--- src/rtl/muldiv_unit.sv ---
// Iterative RV32M multiply/divide unit: shift-add multiply and restoring divide
// on operand magnitudes, one bit per cycle, followed by a sign-fix cycle.
module muldiv_unit #(
    parameter int WIDTH = 32
) (
    input  logic             clock,
    input  logic             reset_n,
    input  logic             req_valid,
    output logic             req_ready,
    input  logic [2:0]       funct3,
    input  logic [WIDTH-1:0] rs1,
    input  logic [WIDTH-1:0] rs2,
    input  logic             flush,
    output logic             resp_valid,
    output logic [WIDTH-1:0] result
);

    localparam int CW = $clog2(WIDTH);
    localparam logic [WIDTH-1:0] MIN_NEG = {1'b1, {(WIDTH-1){1'b0}}};
    localparam logic [CW-1:0]    LAST_CNT = CW'(WIDTH - 1);

    typedef enum logic [1:0] {
        IDLE,
        CALC,
        FIX,
        DONE
    } state_t;

    state_t           state_q, state_d;
    logic [2:0]       op_q, op_d;
    logic             negA_q, negA_d;
    logic             negB_q, negB_d;
    logic [WIDTH-1:0] hi_q, hi_d;
    logic [WIDTH-1:0] lo_q, lo_d;
    logic [WIDTH-1:0] b_q, b_d;
    logic [CW-1:0]    cnt_q, cnt_d;
    logic [WIDTH-1:0] result_q, result_d;

    logic             aSigned, bSigned, aNeg, bNeg;
    logic [WIDTH-1:0] aMag, bMag;
    logic             divZero, divOverflow;
    logic [WIDTH-1:0] specialRes;
    logic [WIDTH:0]   mulSum;
    logic [WIDTH:0]   divShift;
    logic             divFits;
    logic [WIDTH-1:0] divDiff;
    logic [2*WIDTH-1:0] prodRaw, prodFix;
    logic [WIDTH-1:0] quoFix, remFix, fixRes;

    // Request decode: which operands are signed and their magnitudes
    always_comb begin
        aSigned = (funct3 == 3'd1) || (funct3 == 3'd2) || (funct3 == 3'd4) || (funct3 == 3'd6);
        bSigned = (funct3 == 3'd1) || (funct3 == 3'd4) || (funct3 == 3'd6);
        aNeg    = aSigned & rs1[WIDTH-1];
        bNeg    = bSigned & rs2[WIDTH-1];
        aMag    = aNeg ? -rs1 : rs1;
        bMag    = bNeg ? -rs2 : rs2;
        divZero     = (rs2 == '0);
        divOverflow = ~funct3[0] & (rs1 == MIN_NEG) & (rs2 == '1);
        if (divZero) begin
            specialRes = funct3[1] ? rs1 : '1;
        end else begin
            specialRes = funct3[1] ? '0 : rs1;
        end
    end

    // Datapath step and sign correction; the comparison uses the full shifted
    // value so only the low WIDTH bits of the difference are ever needed
    always_comb begin
        mulSum   = {1'b0, hi_q} + (lo_q[0] ? {1'b0, b_q} : '0);
        divShift = {hi_q, lo_q[WIDTH-1]};
        divFits  = (divShift >= {1'b0, b_q});
        divDiff  = divShift[WIDTH-1:0] - b_q;
        prodRaw  = {hi_q, lo_q};
        prodFix  = (negA_q ^ negB_q) ? -prodRaw : prodRaw;
        quoFix   = (negA_q ^ negB_q) ? -lo_q : lo_q;
        remFix   = negA_q ? -hi_q : hi_q;
        case (op_q)
            3'd0:          fixRes = prodFix[WIDTH-1:0];
            3'd4, 3'd5:    fixRes = quoFix;
            3'd6, 3'd7:    fixRes = remFix;
            default:       fixRes = prodFix[2*WIDTH-1:WIDTH];
        endcase
    end

    // Next-state logic; flush overrides every state and never touches result
    always_comb begin
        state_d  = state_q;
        op_d     = op_q;
        negA_d   = negA_q;
        negB_d   = negB_q;
        hi_d     = hi_q;
        lo_d     = lo_q;
        b_d      = b_q;
        cnt_d    = cnt_q;
        result_d = result_q;
        if (flush) begin
            state_d = IDLE;
        end else begin
            case (state_q)
                IDLE: begin
                    if (req_valid) begin
                        op_d   = funct3;
                        negA_d = aNeg;
                        negB_d = bNeg;
                        cnt_d  = '0;
                        hi_d   = '0;
                        if (funct3[2]) begin
                            lo_d = aMag;
                            b_d  = bMag;
                        end else begin
                            lo_d = bMag;
                            b_d  = aMag;
                        end
                        if (funct3[2] && (divZero || divOverflow)) begin
                            result_d = specialRes;
                            state_d  = DONE;
                        end else begin
                            state_d  = CALC;
                        end
                    end
                end
                CALC: begin
                    if (op_q[2]) begin
                        hi_d = divFits ? divDiff : divShift[WIDTH-1:0];
                        lo_d = {lo_q[WIDTH-2:0], divFits};
                    end else begin
                        hi_d = mulSum[WIDTH:1];
                        lo_d = {mulSum[0], lo_q[WIDTH-1:1]};
                    end
                    if (cnt_q == LAST_CNT) begin
                        cnt_d   = '0;
                        state_d = FIX;
                    end else begin
                        cnt_d   = cnt_q + 1'b1;
                    end
                end
                FIX: begin
                    result_d = fixRes;
                    state_d  = DONE;
                end
                DONE: begin
                    state_d = IDLE;
                end
                default: begin
                    state_d = IDLE;
                end
            endcase
        end
    end

    always_ff @(posedge clock or negedge reset_n) begin
        if (!reset_n) begin
            state_q  <= IDLE;
            op_q     <= '0;
            negA_q   <= 1'b0;
            negB_q   <= 1'b0;
            hi_q     <= '0;
            lo_q     <= '0;
            b_q      <= '0;
            cnt_q    <= '0;
            result_q <= '0;
        end else begin
            state_q  <= state_d;
            op_q     <= op_d;
            negA_q   <= negA_d;
            negB_q   <= negB_d;
            hi_q     <= hi_d;
            lo_q     <= lo_d;
            b_q      <= b_d;
            cnt_q    <= cnt_d;
            result_q <= result_d;
        end
    end

    assign req_ready  = (state_q == IDLE);
    assign resp_valid = (state_q == DONE);
    assign result     = result_q;

endmodule

--- config.mk ---
export PLATFORM = sky130hd
export DESIGN_NAME = muldiv_unit
export DESIGN_NICKNAME = d
export VERILOG_FILES = /design/src/rtl/muldiv_unit.sv
export SDC_FILE = /design/constraint.sdc
export NUM_CORES = 1
export LEC_CHECK = 0
export BUFFER_PORTS_ARGS = -buffer_cell sky130_fd_sc_hd__clkbuf_2
export CAP_MARGIN = 40
export CORE_UTILIZATION = 25
export CTS_CLUSTER_SIZE = 40
export DETAILED_ROUTE_END_ITERATION = 16
export MAX_ROUTING_LAYER = met4
export PLACE_DENSITY_LB_ADDON = 0.15
export SLEW_MARGIN = 20
export SYNTH_ARGS = -nofsm -noshare
export SYNTH_HDL_FRONTEND = slang
export SYNTH_SLANG_ARGS = --single-unit
--- constraint.sdc ---
create_clock -name clock -period 3.2 [get_ports clock]
set_clock_uncertainty 0.1 [all_clocks]
set_input_delay 0 -clock clock [delete_from_list [all_inputs] [get_ports clock]]
set_output_delay 0 -clock clock [all_outputs]
set_load 0.05 [all_outputs]
==> flow_summary.ini <==
[status]
status = complete, no violations

[route]
post_drt_wl_per_cell_um = 23.5
routedLengthMet1_um = 34900
top_layer = met4
firstDrtPassIters = 5
drc_errors = 0
route.met3.wl_um = 3810
drt_iter0_markers = 1426
wl_um = 75500
drt-vias-per-instance = 5.38
vias = 17300
ant_nets = 0
dr_wl_met2_um = 34400

[job]
maxCapViolCount = 0

[synth]
synthesis.area_um2 = 15400
ys_ff_latch = 140
yosysUniqueCellTypes = 83
syn_area_per_cell_um2 = 7.39
async_flop_share_pct = 100
synth_cells = 2081
syn_nets = 2229
synth_ff_type = dfrtp_1
synth-edff-count = 0
seq_area_frac_synth_pct = 22.8
yosys_warnings = 0

[sta]
layout_min_cycle_time_ns = 3.09
fin_setup_tns_ns = 0
relSlewSlack_pct = 49.4
fin_crit_sh_pct = 96.5
hold_viol_final = 0
fmax_ghz = 0.324
slew_viol_final = 0
tightestPinTransition_ns = 0.753
finalSetupViolations = 0
rsz0062_at_grt = true

[clock_tree]
worstSkewPairLatency_ns = 0.49
cts_buffers = 17
clock_sinks = 140
clk_path_buf_depth = 2
cts_tree = yes
path_clk_slew_ns = 0.07
cts_max_level = 4
clockRootBuffer = clkbuf_16

[floorplanning]
die_y_um = 250
core_area_um2 = 60600
start_util_pct = 25.4
boundaryPins = 105
dieArea_um2 = 62500
die_w_um = 250
num_rows = 90

[place]
finalWeightedCongestion = 0.926
placed_cell_area_um2 = 18900
dpl.hpwl_um = 61100
portBuffers = 104

[global_routing]
grt_pass1_wl_um = 112000
antenna_found_initial = 2
grt_remaining_overflow = 0
grt_pass1_vias = 17100
grt_max_degree = 77
grt_use_total_pct = 24.7

[critical_path]
path_max_fanout = 3
slowest_delay_ns = 0.54
path_buf_inv = 1
critPathLaunchType = flip-flop
arrival_ns = 3.36
crit_family = compound AO/OA/AOI/OAI gates
worst-path-stages = 11
reg2regPathDepth = 11
crit_chain = ha_2 -> or4_4 -> a211o_1 -> o2111ai_2 -> buf_6 -> a21oi_1 -> a31oi_2 -> o21ai_2 -> xnor2_1 -> o21ai_0 -> a221o_1
slowest_stage = or4_4
critPathKind = flip-flop to flip-flop
cp.required_ns = 3.47
cp-end-kind = flip-flop

[hold_path]
worstHoldPathCells = 6
min_path_type = input pin to flip-flop

[layout]
multi_input_area_um2 = 11500
final_util_pct = 33.6
regArea_um2 = 3510
nets = 2566
syn2layout_area_growth_pct = 32.6
layout-drive-gt1-share_pct = 25.8
fillCellCount = 6524
design_area_um2 = 20400

[power_and_ir_drop]
p_int_uw = 11300
ir_drop_v = 0.000533
power_frac_clock_pct = 8.7
switching_power_uw = 12700
power_frac_seq_pct = 12.9
switching_share_pct = 52.9
power.leakage_uw = 0.00897
p_total_uw = 24100
p_comb_share_pct = 78.4
p_per_area_nw_per_um2 = 1180
==> synth_stat cells, drive strengths merged, types with 16 or more instances <==
master	number	share of area (%)
dfrtp	140	23
o221ai	24	1.4
a211oi	46	2.3
a21oi	183	6.0
a21o	36	1.8
or3	16	0.65
o21ai	194	6.3
nand2b	24	1.0
o31ai	18	0.88
xnor2	90	5.1
nand4	22	0.90
o211ai	23	1.1
ha	75	6.1
a31oi	33	1.4
o22ai	16	0.65
nor2	214	5.2
maj3	24	1.6
xor2	97	5.5
or4	17	0.85
mux2	26	2.0
inv	76	1.9
nor4	27	1.1
nor3	63	2.1
buf	20	0.68
nand2	223	5.4
clkbuf	123	3.0
nand3	35	1.1
mux2i	33	2.1
==> metrics by stage <==
step / hold slack [ns] / worst slack (ns) / cells
finish: 0.0354 / 0.112 / 3215
CTS: 0.00258 / 0.00278 / 3203
global placement: 0.0770 / -0.297 / 3143
detailed placement: -0.167 / -0.296 / 3144
global route: 0.0499 / -0.0485 / 3215
floorplan: -0.396 / 0.0578 / 2081
==> power by group through the flow <==
| stage | registers (uW) | logic [uW] | clock network (uW) |
|---|---|---|---|
| 2_1_floorplan | 3610 | 9370 | 0 |
| 3_3_place_gp | 3060 | 17600 | 0 |
| 3_5_place_dp | 3090 | 17600 | 0 |
| 4_1_cts | 3070 | 17900 | 2150 |
| 5_1_grt | 3190 | 20400 | 2220 |
| 6_report | 3100 | 18900 | 2100 |
==> final cells by class <==
class / count / share of cell area (%)
flip-flops and latches: 140 / 17.2
repair buffers: 461 / 17.0
clock inverters: 14 / 0.780
well taps: 782 / 4.80
diodes: 2 / 0.0246
multi-input cells: 1720 / 56.6
inverters: 78 / 1.44
clock buffers: 18 / 2.11
==> cells in the final DEF, fill, tap and decap left out, types with 8 or more instances in the layout <==
master         instances
mux2_2                23
inv_2                 13
nand3_1               34
maj3_1                24
and3_1                13
or4_1                 10
inv_1                 63
o22ai_1               16
ha_1                  61
o31ai_1               17
a22oi_1               15
o211ai_1              23
or3_1                 15
buf_12                12
a211oi_1              40
ha_2                   9
nor2_1               209
buf_4                314
a21oi_1              167
o21ai_0              162
dfrtp_1              138
nor2b_1                8
nor3_1                55
nand2_1              222
nand4_1               22
clkbuf_2             102
dlygate4sd3_1         22
and2_1                11
a31oi_1               29
a21o_1                35
nand2b_1              21
o221ai_1              22
xnor2_1               88
o21ai_1               28
nor4_1                18
nor4_2                 8
mux2i_1               33
a21oi_2               14
xor2_1                95
clkbuf_16             18
==> flip-flops by register name, summed over array words and instances (netlist names) <==
signal   count
op_q         3
cnt_q        5
result      32
lo_q        32
hi_q        32
b_q         32
negB_q       1
negA_q       1
state_q      2
==> cell families (layout without fill, tap and decap cells) <==
| kind of cell | count (synthesis) | after routing | share of synthesized area, % |
|---|---|---|---|
| buf+inv | 221 | 571 | 5.59 |
| xor+xnor | 187 | 187 | 10.7 |
| flops | 140 | 140 | 22.8 |
| compound gates | 666 | 666 | 27.2 |
| mux | 59 | 59 | 4.10 |
| fa+ha+maj | 101 | 101 | 7.93 |
| other cells | 0 | 2 | 0 |
| simple gates | 707 | 707 | 21.7 |
==> per-layer routing <==
metal	global-route usage, %	vias up
met5	-	-
met1	32.6	8452
li1	-	8252
met4	7.99	0
met3	4.10	97
met2	38.4	504
==> worst register-to-register path: cells and delay by family, from the launching register on <==
family | cells | cell delay, ns
adder cells (fa/ha/maj) | 1 | 0.22
buffers and inverters | 1 | 0.15
flip-flops | 1 | 0.39
XOR/XNOR | 1 | 0.17
AO/OA/AOI/OAI | 7 | 1.40
AND/OR/NAND/NOR | 1 | 0.54
==> path summary, 6_finish.rpt <==
check                         from  endpoint  slack, ns
setup / recovery           hi_q[3]  hi_q[26]       0.11
hold / removal             rs2[19]   b_q[20]       0.04
setup reg to reg           hi_q[3]  hi_q[26]       0.11
hold reg to reg             b_q[6]    b_q[6]       0.38
max in group asynchronous  reset_n   b_q[26]       2.13
min in group asynchronous  reset_n  hi_q[25]       0.51
==> what timing repair did <==
action	CTS	global route
hold buffers	23	0
pin swaps	4	36
endpoints found under the hold margin	158	0
gates resized for setup	25	110
cloned	0	1
buffers inserted	4	9
setup endpoints to repair	23	52
No activity file was read; power rests on OpenSTA's default activity.
